### config.mk
export PLATFORM = sky130hd
export DESIGN_NAME = prior_code_decoder
export DESIGN_NICKNAME = d
export VERILOG_FILES = /design/src/rtl/prior_code_decoder.sv
export SDC_FILE = /design/constraint.sdc
export NUM_CORES = 1
export LEC_CHECK = 0
export BUFFER_PORTS_ARGS = -buffer_cell sky130_fd_sc_hd__buf_2
export CAP_MARGIN = 20
export CORE_ASPECT_RATIO = 0.8
export CORE_MARGIN = 3
export CORE_UTILIZATION = 50
export CTS_BUF_LIST = sky130_fd_sc_hd__clkbuf_16
export DETAILED_ROUTE_END_ITERATION = 7
export PLACE_DENSITY = 0.79
export SYNTH_ARGS = -nofsm -noshare
export SYNTH_HDL_FRONTEND = slang
export SYNTH_SLANG_ARGS = --single-unit
### constraint.sdc
create_clock -name clk_i -period 2.84 [get_ports clk_i]
set_input_delay 0.142 -clock clk_i [delete_from_list [all_inputs] [get_ports clk_i]]
set_output_delay 0.142 -clock clk_i [all_outputs]
set_load 0.05 [all_outputs]
### src/rtl/prior_code_decoder.sv
// Receive side of the priority-encoder link: queues 3-bit request codes in a
// small FIFO and presents the head entry as a one-hot grant with valid/ready.
module prior_code_decoder #(
   parameter int CODE_W = 3,
   parameter int DEPTH  = 4,
   parameter int CNT_W  = 3
) (
   input  logic                   clk_i,
   input  logic                   rst_n_i,
   input  logic                   in_valid_i,
   input  logic [CODE_W-1:0]      in_code_i,
   output logic                   in_ready_o,
   output logic                   out_valid_o,
   input  logic                   out_ready_i,
   output logic [2**CODE_W-1:0]   out_onehot_o,
   output logic [CODE_W-1:0]      out_code_o,
   output logic [CNT_W-1:0]       count_o,
   output logic                   drop_err_o
);

   localparam int OUT_W = 2**CODE_W;
   localparam int PTR_W = $clog2(DEPTH);

   logic [CODE_W-1:0] mem_q [DEPTH];
   logic [PTR_W-1:0]  wr_ptr_q, wr_ptr_d;
   logic [PTR_W-1:0]  rd_ptr_q, rd_ptr_d;
   logic [CNT_W-1:0]  count_q, count_d;
   logic              drop_err_q, drop_err_d;
   logic              full, empty, push, pop;
   logic [CODE_W-1:0] head_code;

   assign full  = (count_q == CNT_W'(DEPTH));
   assign empty = (count_q == '0);
   assign push  = in_valid_i && !full;
   assign pop   = !empty && out_ready_i;

   always_comb begin
      wr_ptr_d   = wr_ptr_q;
      rd_ptr_d   = rd_ptr_q;
      count_d    = count_q;
      drop_err_d = drop_err_q;
      if (push) begin
         wr_ptr_d = wr_ptr_q + PTR_W'(1);
      end
      if (pop) begin
         rd_ptr_d = rd_ptr_q + PTR_W'(1);
      end
      case ({push, pop})
         2'b10:   count_d = count_q + CNT_W'(1);
         2'b01:   count_d = count_q - CNT_W'(1);
         default: count_d = count_q;
      endcase
      // Full refuses even when a pop frees a slot this cycle: no pass-through.
      if (in_valid_i && full) begin
         drop_err_d = 1'b1;
      end
   end

   always_ff @(posedge clk_i) begin
      if (!rst_n_i) begin
         wr_ptr_q   <= '0;
         rd_ptr_q   <= '0;
         count_q    <= '0;
         drop_err_q <= 1'b0;
      end else begin
         wr_ptr_q   <= wr_ptr_d;
         rd_ptr_q   <= rd_ptr_d;
         count_q    <= count_d;
         drop_err_q <= drop_err_d;
      end
   end

   // Storage needs no reset; count alone decides which entries are live.
   always_ff @(posedge clk_i) begin
      if (rst_n_i && push) begin
         mem_q[wr_ptr_q] <= in_code_i;
      end
   end

   assign head_code = mem_q[rd_ptr_q];

   always_comb begin
      out_code_o   = '0;
      out_onehot_o = '0;
      if (!empty) begin
         out_code_o   = head_code;
         out_onehot_o = OUT_W'(1) << head_code;
      end
   end

   assign out_valid_o = !empty;
   assign in_ready_o  = !full;
   assign count_o     = count_q;
   assign drop_err_o  = drop_err_q;

endmodule
# == Yosys cells after proc, flatten, opt, wreduce, memory -nomap -nowiden ==
# Memory sizes are Yosys's and may differ from the RTL's. A register that Yosys moved wholly into a read port is not among the register bits.
# Cells that the tools add are included.
# classes
add_sub_neg,4
multipliers,0
div_mod_pow,0
order_cmp,0
n_eq_ne,3
shifts,1
n_mux,7
bitwise_logic,0
n_reduce_logical,8
# ops
op,n
$mux 8,1
$shl 1x3->8 const A,1
$pmux 3 s2,1
$add 2x1->2 const B,2
$logic_and 1x1->1,4
$mux 2,2
$add 3x1->3 const B,1
$eq 3x3->1 const B,1
$logic_not 3->1,1
$mux 3,1
$sub 3x1->3 const B,1
$eq 2x1->1 const B,1
$eq 2x2->1 const B,1
$logic_not 1->1,2
$mux 1,2
$reduce_bool 2->1,1
# word_totals
regBits,8
latch_bits,0
ram_bits,12
mem_bits_ro,0
in_bits,7
output_inout_bits,17
word_cells,28
n_memories,1
# memory_table
memory,words,width,read_ports,rd_clocked_by_memory_dff,wr,line,rtl
mem_q,4,3,1,1,1,24,logic [CODE_W-1:0] mem_q [DEPTH];

# == Logic depth before layout (Yosys ltp) ==
# logic_depth
depth_word,6
mapped_depth,9
ltp_nobuf,9

# == Worst setup path after synthesis ==
# OpenSTA, ideal clock, no wires.
# synth_timing
kind,register to register
start,reg count_q[2] (netlist: count_o[2])
end,reg count_q[2] (netlist: count_o[2])
setup_ns,0.072
arrival_time_ns,2.428
t_required_ns,2.768
path_slack_ns,0.340
path_stages_with_launch,10
n_path_buf,0
synth_period_minus_slack_ns,2.500
path_cell_list,dfxtp_1 nor3b_1 nor2_1 inv_1 ha_1 inv_1 fa_1 xor2_1 or3_1 a21oi_1
# synth_via
elab_chain_len,5
elab_cells_between_ends,12
cone_classes,add/sub: 2; eq/ne: 3; mux: 1; reduce/logical: 6
# synth_lines
item,line,rtl
start: declaration,27,"logic [CNT_W-1:0] count_q, count_d;"
start signal: assignment,68,count_q <= count_d;
$eq 3x3->1 / $logic_not 3->1 (equally long branches),"32, 33",
"$logic_not 1->1, on equally long branches","34, 35",
"$logic_and 1x1->1, on equally long branches","34, 35",
$eq 2x1->1 / $eq 2x2->1 (equally long branches),48,"case ({push, pop})"
$pmux 3 s2 / $reduce_bool 2->1 (equally long branches),--,
# Parallel ways exist; a longest one is shown, timed or not.
# A chain may end at the register's enable or synchronous reset.

# == Worst setup path in the final report ==
# Same ends and word-level chain as after synthesis.

==> results by group <==
Floorplanning
  • FP Rows: 13
  • Die span in x: 56.18 um
  • Vert. Die Dim: 46.15 um
  • Die ar.: 2592 sq um
  • Initial core utilization: 0.5734
  • Core area: 1757 sq um
  • # IOs: 24

Clock tree
  • Maximum clock insertion buffer count: 2
  • CTS sink count: 22
  • Postcts setup bufs: 0
  • CTS root buf: clkbuf_16
  • Post-CTS Hold Fix Bufs: 0
  • Later-pin clock latency in the skew report: 250 ps
  • Clock-pin slew on the worst setup and hold paths: 50 ps
  • Post-CTS Resized: 0
  • CTS tree: yes
  • Number of CTS-inserted buffers: 3
  • CTS H-tree depth: 1

Timing
  • Slew @ Worst Pin: 512.4 ps
  • Slew headroom: 0.6577
  • Final Hold Fails: 0
  • Post-route minimum period: 2398 ps
  • Worst clock skew: 1.479 ps
  • Number of setup violations in the final report: 0
  • RSZ-0062 raised after global routing: no
  • Peak Freq: 417.0 MHz
  • TNS Setup: 0 ps
  • Final worst-path cycle share: 0.8443
  • Slew Viols, Final: 0

Route
  • DRC: 0
  • DR iter-0 viols: 9
  • Vias: 698
  • Pre-antenna DRT Iters: 2
  • DR WL/cell: 12.35 um
  • Detail Route Antenna Nets: 0
  • Total wire length: 1.704 mm
  • Vias per inst: 5.058

Critical path
  • Critical path required time: 3020 ps
  • Worst Setup Path Type: register to register
  • Setup crit end kind: register
  • CP arrival: 2580 ps
  • Element type at the critical path start: register
  • CP max FO: 7

Global routing
  • First-pass GRT wire length: 2.925 mm
  • Initial antenna violation count: 0
  • Largest net degree at the start of global routing: 12
  • Total grt overflow: 0
  • Overall Global Routing Usage: 0.1523
  • Vias in the first global route: 655

Final layout
  • Finished Core Util: 0.6973
  • Final Instance Area: 1225 sq um
  • Nets: 131
  • ANT cells: 0
  • Area delta synth->final: 21.61%
  • Share of cells above drive strength 1: 0.2586

Synth
  • Synth area leaders: edfxtp_1 36%, dfxtp_1 20%, mux4_2 6.7%, ha_1 6.2%, nor2_1 6.0%
  • Synthesized flop and latch total: 22
  • Syn nets: 103
  • Synth warn: 0
  • Cells after Synth: 90
  • Syn Area/Cell: 11.19 sq um
  • Sequential fraction of the synthesis area: 0.5565
  • Synth Cell Area: 1007 sq um
  • Synth top area share: 0.3578
  • Count of cell types in the netlist: 23
  • Yosys top cell by area: edfxtp_1

Placement
  • DP HPWL: 1.310 mm
  • GP Congestion: 0.7414
  • PortBufs: 23
  • Post-place instance area: 1150 sq um

Flow run
  • Max-cap violations: 0

Hold path
  • Hold Path Class: input port to register

Pwr
  • Leakage: 0.0005460 uW
  • Worst VDD drop: 764.3 uV
  • Power Density: 1068 nW/um^2

Run status
  • Status: complete, no violations
area by class of cell:
type / instances / area [sq um]
Tap cell: 22 / 27.53
Timing Repair Buffer: 23 / 115.1
Clock buffer: 3 / 75.07
Multi-Input combinational cell: 56 / 401.6
Inverter: 12 / 45.04
Sequential cell: 22 / 560.5
Fill cell: 132 / 531.8
layout by cell type, fill, tap and decap left out:
cell and count:
and2_2 1, or3_1 1, nor3_1 1, a21oi_1 5, inv_1 11, fa_1 1
nand2b_1 2, nand2_1 2, and2_1 1, o31ai_1 1, ha_1 5, nor2_1 16
buf_2 23, or2_1 2, o21ai_0 3, and3_1 4, edfxtp_1 12, dfxtp_1 10
clkinv_1 1, xor2_1 4, nand3_1 2, clkbuf_16 3, mux4_2 3, nor3b_1 1
o311ai_0 1
worst max-delay path: stages (launching register included):
cell and delay (ps):
dfxtp_1 400, nor3b_1 470, nor2_1 160, inv_1 90
ha_1 180, inv_1 70, fa_1 370, xor2_1 150
or3_1 300, a21oi_1 130
flip-flops by register name (all words and copies together) (netlist names), named ones only:
name / count
drop_err_o: 1
wr_ptr_q: 2
rd_ptr_q: 2
count_o: 3
mem_q: 12
logic make-up (layout without fill, tap and decap cells):
kind of cell,Yosys count,count (layout),synth area share
muxes,3,3,0.06708
adders and majority gates,6,6,0.08199
and+or+nand+nor,33,33,0.1590
AOI/OAI and AO/OA,10,10,0.05590
buffers and inverters,12,38,0.04472
DFF,22,22,0.5565
xor gates and xnor gates,4,4,0.03478
path summary, 6_finish.rpt:
kind	cells past startpoint	startpoint	to	slack [ps]
hold / removal	1	in_code_i[0]	mem_q[1][0]$_DFFE_PP_	110
hold reg to reg	2	drop_err_o$_SDFFE_PN0P_	drop_err_o$_SDFFE_PN0P_	460
setup reg to reg	9	count_o[2]$_SDFFE_PN0P_	count_o[2]$_SDFFE_PN0P_	440
setup / recovery	9	count_o[2]$_SDFFE_PN0P_	count_o[2]$_SDFFE_PN0P_	440
cell usage after synthesis (all sizes together):
cell and number:
mux4 3, o21ai 3, nand3 2, nor2 16, or2 2, clkinv 1, or3 1, xor2 4
ha 5, fa 1, dfxtp 10, edfxtp 12, a21oi 5, nand2 2, nand2b 2, nor3b 1
nor3 1, inv 11, and3 4, and2 2, o311ai 1, o31ai 1
layer usage:
| metal | wire (um) | GRT usage | up-vias |
|---|---|---|---|
| li1 | - | - | 358 |
| met1 | 744 | 0.1794 | 317 |
| met2 | 822 | 0.2657 | 19 |
| met3 | 115 | 0.05042 | 4 |
| met4 | 21 | 0.05687 | 0 |
| met5 | 0 | 0 | - |
per-stage QoR:
stage | power (uW) | hold slack, ps | worst slack (ps) | cells
after floorplan | 910.7 | 240.9 | 340.0 | 90
after detailed placement | 1036 | 365.9 | 460.2 | 135
after CTS | 1322 | 106.8 | 438.1 | 138
final | 1309 | 109.9 | 442.2 | 138
after global placement | 1026 | 357.9 | 563.6 | 135
after global routing | 1382 | 112.0 | 257.2 | 138
power breakdown:
group / switching [uW] / internal [uW]
clock: 95.6 / 185
sequential: 48.2 / 383
combinational: 428 / 168
Power figures use the tool's default switching activity.
